[config.mk]
export PLATFORM = sky130hd
export DESIGN_NAME = mdu_sequencer
export DESIGN_NICKNAME = d
export VERILOG_FILES = /design/src/rtl/md_pkg.sv /design/src/rtl/mdu_arith.sv /design/src/rtl/mdu_sequencer.sv
export SDC_FILE = /design/constraint.sdc
export NUM_CORES = 2
export LEC_CHECK = 0
export ABC_CLOCK_PERIOD_IN_PS = 12080
export BUFFER_PORTS_ARGS = -buffer_cell sky130_fd_sc_hd__buf_2
export CORE_UTILIZATION = 33
export DETAILED_ROUTE_END_ITERATION = 6
export PLACE_DENSITY_LB_ADDON = 0.12
export SLEW_MARGIN = 10
export SYNTH_ARGS = -nofsm -noshare
export SYNTH_HDL_FRONTEND = slang
export SYNTH_SLANG_ARGS = --single-unit
[constraint.sdc]
create_clock -name clk -period 12.08 [get_ports clk]
set_input_delay 0.604 -clock clk [delete_from_list [all_inputs] [get_ports clk]]
set_output_delay 0.604 -clock clk [all_outputs]
set_load 0.02 [all_outputs]
[src/rtl/md_pkg.sv]
// Shared definitions for the multiply/divide unit: operation encodings,
// sequencer states, latency constants and operation-class helpers.
// Division support is compiled in only when MDU_DIV_EN is defined.
package md_pkg;

    // Operation select encodings carried on MDSel
    typedef enum logic [2:0] {
        MD_NONE  = 3'd0,
        MD_MULT  = 3'd1,
        MD_MULTU = 3'd2,
        MD_DIV   = 3'd3,
        MD_DIVU  = 3'd4,
        MD_MTHI  = 3'd5,
        MD_MTLO  = 3'd6,
        MD_RSVD  = 3'd7
    } md_sel_e;

    // Sequencer states
    typedef enum logic {
        ST_IDLE = 1'b0,
        ST_RUN  = 1'b1
    } md_state_e;

    localparam int CNT_W = 4;
    localparam logic [CNT_W-1:0] MULT_LAT = 4'd5;
    localparam logic [CNT_W-1:0] DIV_LAT  = 4'd10;

`ifdef MDU_DIV_EN
    localparam bit DIV_EN = 1'b1;
`else
    localparam bit DIV_EN = 1'b0;
`endif

    // True for the operations that go through the multiplier
    function automatic logic is_mult(input logic [2:0] sel);
        return (sel == MD_MULT) || (sel == MD_MULTU);
    endfunction

    // True for divide operations, but only when division is built in
    function automatic logic is_div(input logic [2:0] sel);
        return DIV_EN && ((sel == MD_DIV) || (sel == MD_DIVU));
    endfunction

endpackage

[src/rtl/mdu_arith.sv]
// Combinational arithmetic for the MD unit: 64-bit signed/unsigned product
// and, when MDU_DIV_EN is defined, signed/unsigned quotient and remainder.
// res_wr tells the sequencer whether the result may be committed to HI/LO.
module mdu_arith
    import md_pkg::*;
(
    input  logic [2:0]  sel,
    input  logic [31:0] a,
    input  logic [31:0] b,
    output logic [31:0] res_hi,
    output logic [31:0] res_lo,
    output logic        res_wr
);

    logic        mul_signed;
    logic [63:0] a_ext;
    logic [63:0] b_ext;
    logic [63:0] prod;

    // One multiplier serves both flavours: signed operands are sign-extended,
    // and the low 64 bits of the extended product are the exact result.
    assign mul_signed = (sel == MD_MULT);
    assign a_ext      = {{32{mul_signed & a[31]}}, a};
    assign b_ext      = {{32{mul_signed & b[31]}}, b};
    assign prod       = a_ext * b_ext;

`ifdef MDU_DIV_EN
    logic        div_signed;
    logic        a_neg;
    logic        b_neg;
    logic [31:0] a_mag;
    logic [31:0] b_mag;
    logic [31:0] b_safe;
    logic [31:0] q_mag;
    logic [31:0] r_mag;
    logic [31:0] quo;
    logic [31:0] rem;

    // Divide on magnitudes, then restore signs: quotient truncates toward
    // zero and the remainder follows the dividend. A zero divisor is replaced
    // by one so the divider never sees zero; that result is never committed.
    assign div_signed = (sel == MD_DIV);
    assign a_neg      = div_signed & a[31];
    assign b_neg      = div_signed & b[31];
    assign a_mag      = a_neg ? (~a + 32'd1) : a;
    assign b_mag      = b_neg ? (~b + 32'd1) : b;
    assign b_safe     = (b_mag == 32'd0) ? 32'd1 : b_mag;
    assign q_mag      = a_mag / b_safe;
    assign r_mag      = a_mag % b_safe;
    assign quo        = (a_neg ^ b_neg) ? (~q_mag + 32'd1) : q_mag;
    assign rem        = a_neg ? (~r_mag + 32'd1) : r_mag;
`endif

    // Route the selected operation's result onto the outputs
    always_comb begin
        res_hi = 32'd0;
        res_lo = 32'd0;
        res_wr = 1'b0;
        if (is_mult(sel)) begin
            res_hi = prod[63:32];
            res_lo = prod[31:0];
            res_wr = 1'b1;
        end
`ifdef MDU_DIV_EN
        else if (is_div(sel)) begin
            res_hi = rem;
            res_lo = quo;
            res_wr = (b != 32'd0);
        end
`endif
    end

endmodule

[src/rtl/mdu_sequencer.sv]
// Multiply/divide sequencer: captures the arithmetic result when an MD
// operation issues, holds Busy for the operation's latency, then commits the
// result to HI/LO. Also handles MTHI/MTLO and generates the pipeline Stall.
// Division is supported only when MDU_DIV_EN is defined.
module mdu_sequencer
    import md_pkg::*;
(
    input  logic        clk,
    input  logic        reset,
    input  logic        MDStart,
    input  logic [2:0]  MDSel,
    input  logic [31:0] A,
    input  logic [31:0] B,
    input  logic        MDUse,
    output logic        Busy,
    output logic        Stall,
    output logic [31:0] HI,
    output logic [31:0] LO
);

    md_state_e          state, state_nxt;
    logic [CNT_W-1:0]   cnt, cnt_nxt;
    logic [31:0]        hi_q, hi_nxt;
    logic [31:0]        lo_q, lo_nxt;
    logic [31:0]        pend_hi, pend_hi_nxt;
    logic [31:0]        pend_lo, pend_lo_nxt;
    logic               pend_wr, pend_wr_nxt;
    logic [31:0]        arith_hi;
    logic [31:0]        arith_lo;
    logic               arith_wr;
    logic               long_op;

    mdu_arith u_arith (
        .sel    (MDSel),
        .a      (A),
        .b      (B),
        .res_hi (arith_hi),
        .res_lo (arith_lo),
        .res_wr (arith_wr)
    );

    assign long_op = is_mult(MDSel) | is_div(MDSel);

    // State, counter, HI/LO and pending-result registers
    always_ff @(posedge clk) begin
        if (reset) begin
            state   <= ST_IDLE;
            cnt     <= '0;
            hi_q    <= 32'd0;
            lo_q    <= 32'd0;
            pend_hi <= 32'd0;
            pend_lo <= 32'd0;
            pend_wr <= 1'b0;
        end else begin
            state   <= state_nxt;
            cnt     <= cnt_nxt;
            hi_q    <= hi_nxt;
            lo_q    <= lo_nxt;
            pend_hi <= pend_hi_nxt;
            pend_lo <= pend_lo_nxt;
            pend_wr <= pend_wr_nxt;
        end
    end

    // Next-state logic: issue from IDLE, count down in RUN, commit at the end
    always_comb begin
        state_nxt   = state;
        cnt_nxt     = cnt;
        hi_nxt      = hi_q;
        lo_nxt      = lo_q;
        pend_hi_nxt = pend_hi;
        pend_lo_nxt = pend_lo;
        pend_wr_nxt = pend_wr;
        case (state)
            ST_IDLE: begin
                if (MDStart) begin
                    if (long_op) begin
                        pend_hi_nxt = arith_hi;
                        pend_lo_nxt = arith_lo;
                        pend_wr_nxt = arith_wr;
                        cnt_nxt     = is_mult(MDSel) ? MULT_LAT : DIV_LAT;
                        state_nxt   = ST_RUN;
                    end else if (MDSel == MD_MTHI) begin
                        hi_nxt = A;
                    end else if (MDSel == MD_MTLO) begin
                        lo_nxt = A;
                    end
                end
            end
            ST_RUN: begin
                cnt_nxt = cnt - 1'b1;
                if (cnt == 4'd1) begin
                    state_nxt = ST_IDLE;
                    if (pend_wr) begin
                        hi_nxt = pend_hi;
                        lo_nxt = pend_lo;
                    end
                end
            end
            default: begin
                state_nxt = ST_IDLE;
            end
        endcase
    end

    assign Busy  = (state == ST_RUN);
    assign Stall = MDUse & (Busy | (MDStart & long_op));
    assign HI    = hi_q;
    assign LO    = lo_q;

endmodule

==> reports/qor.yml <==
critPathLaunchType: "primary input"
grt_pass1_vias: 34340
fp.dieH_um: 362.5
io_buffer_count: 136
place_area_um2: 45220
critPathBufInv: 9
cts_hold_buf: 0
slew_headroom: 0.2472
final_util: 0.3575
ff2ff_path_depth: 7
num-fill-cells: 13540
synth_nets: 6228
netlist-cell-type-count: 66
min_to: "pend_lo[20]"
yosys.area_share.simple: 0.1534
place_congestion: 0.8583
seq_area_um2: 2686
cts_sinks: 134
yosysSeqAreaShare: 0.06254
ctsResizeCount: 0
synth_top_cell_by_area: "fa_1"
core_um2: 128200
dpl.hpwl_mm: 116.5
rsz0062_at_grt: "no"
drc: 0
cp.required_ns: 12.41
wirelength_mm: 144.5
status: "finished clean"
syn_area_um2: 42890
synth_cells: 4818
crit_path_end_kind: "register"
cts_buffers: 17
worstHoldPathCells: 2
drive_gt1_frac: 0.05383
final_common_cell: "inv_1"
antenna_found_initial: 11
crit_path_max_incr_delay_ns: 1.14
grt_pass1_wl_mm: 222.3
synth_warnings: 0
yosysTopAreaCellShare: 0.5251
worstReg2RegStart: "cnt[0]"
whs_ns: 0.4512
vias_per_cell: 4.771
cp_max_fo: 21
cp.arrival_ns: 9.78
grt_overflow: 0
reg2reg_to: "LO[16]"
regToRegSetupSlack_ns: 9.49
wl_per_cell_um: 22.20
worst_path_max_delay_cell: "fa_1"
synthXorXnorAreaFrac: 0.01389
drv_cap: 0
yosys_register_bits: 134
synthAdderAreaFrac: 0.5875
slew_viol_final: 0
num_rows: 131
final_cell_mix: "1,141 x inv_1, 1,125 x fa_1, 890 x nand2_1"
crit_type: "primary input to register"
postRouteAntennaNets: 0
cts_tree: "built"
clockBufferDepth: 2
crit_family: "adder cells"
die_area_um2: 131400
initial_core_util: 0.3346
via_count: 31060
dieWidth_um: 362.5
yosys-top-cells-area: "fa_1 53%, inv_1 10%, nand2_1 7.8%"
min_from: "pend_lo[20]"
clock_latency_ns: 0.44
io_pins: 137
area_delta_synth_final_pct: 6.832
synth_top_family_by_area: "adder cells"
fin_area_um2: 45820
synth_compound_area_frac: 0.05793
hold_viol_final: 0
drt_pass1_iterations: 7
fin_nets: 6171
setup_tns_ns: 0
syn_avg_cell_area_um2: 8.903
cp_num_cells: 29
skew_ns: 0.01386
setup_viol: 0
grt_start_max_net_pins: 79
tightest_slew_ns: 1.129
cts_setup_buffers: 0
async_flop_share: 0
grt_usage: 0.2285
multi_input_area_um2: 34900
period_needed_ns: 9.448
max_clock_freq_mhz: 105.8
cpMostUsedCell: "fa_1"
synth-edff-count: 0
fin_crit_sh: 0.7821
htreeDepth: 4
hp-class: "register to register"
synthMuxAreaShare: 0.0002334
cts.clk_slew.worst_paths_ns: 0.06
synthFlopType: "dfxtp_1"
cts-root-buf: "clkbuf_16"
drt_iter0_drc: 1831
sequential cells by signal (all words and copies together) (netlist names):
name     flops
cnt          4
Busy         1
LO          32
pend_hi     32
HI          32
pend_lo     32
pend_wr      1
kinds of logic (layout without fill, tap and decap cells):
logic type               after synthesis  after routing
AND/OR/NAND/NOR                     1460           1460
buffers and inverters               1421           1377
adder cells (fa/ha/maj)             1339           1339
AO/OA/AOI/OAI                        395            395
flip-flops                           134            134
XOR/XNOR                              68             68
multiplexers                           1              1
other                                  0              7
worst reg2reg max path, delay by kind of cell, from the launching register on:
family | cells | cell delay, ns
mux | 1 | 0.33
flops | 1 | 0.40
compound gates | 1 | 0.22
fa+ha+maj | 1 | 0.19
buf+inv | 1 | 0.50
simple gates | 3 | 0.87
cells in the mapped netlist, types with 8 or more instances:
master and n:
xor2_1 18, a211oi_1 74, fa_1 1125, ha_1 214, or2_2 8, a31oi_1 10
nand3_1 21, o31ai_1 8, o21bai_1 9, a21oi_1 181, o21ai_1 9, nand4_1 18
and2_1 293, o21ai_0 20, and3_1 23, nor3_1 14, a21o_1 28, nor2b_1 40
inv_1 1141, dfxtp_1 134, clkbuf_1 266, nor2_1 123, xnor2_1 50, nand2_1 891
routing by layer:
metal | GRT usage | part of all wire | up-vias
li1 | - | - | 13900
met1 | 0.3103 | 0.45 | 16430
met2 | 0.3895 | 0.48 | 623
met3 | 0.02559 | 0.045 | 107
met4 | 0.05204 | 0.026 | 0
met5 | 0 | 0 | -
metrics by stage:
stage	instances	worst slack [ns]
finish	6510	2.632
detailed placement	6471	2.169
CTS	6503	2.587
global placement	6471	2.233
floorplan	4818	3.174
global route	6503	2.006
how the worst max path moves through the flow:
stage	from	endpoint	slack, ns
3_5_place_dp	MDSel[0]	pend_hi[31]	2.17
2_1_floorplan	MDSel[0]	pend_hi[31]	3.17
3_3_place_gp	MDSel[0]	pend_hi[31]	2.23
5_1_grt	MDSel[0]	pend_hi[31]	2.01
4_1_cts	MDSel[0]	pend_hi[31]	2.59
6_report	MDSel[0]	pend_hi[31]	2.63
area by class of cell:
cell class / instances / share of cell area
timing repair buffer: 203 / 0.02589
clock inverter: 14 / 0.003113
multi-input combinational: 3263 / 0.7617
sequential: 134 / 0.05862
tap: 1729 / 0.04721
clock buffer: 18 / 0.009584
antenna: 7 / 0.0003823
inverter: 1142 / 0.09355
Power is left out: the tool's default activity adds up to more than one toggle a clock period on the data nets, which glitch-free logic cannot reach.
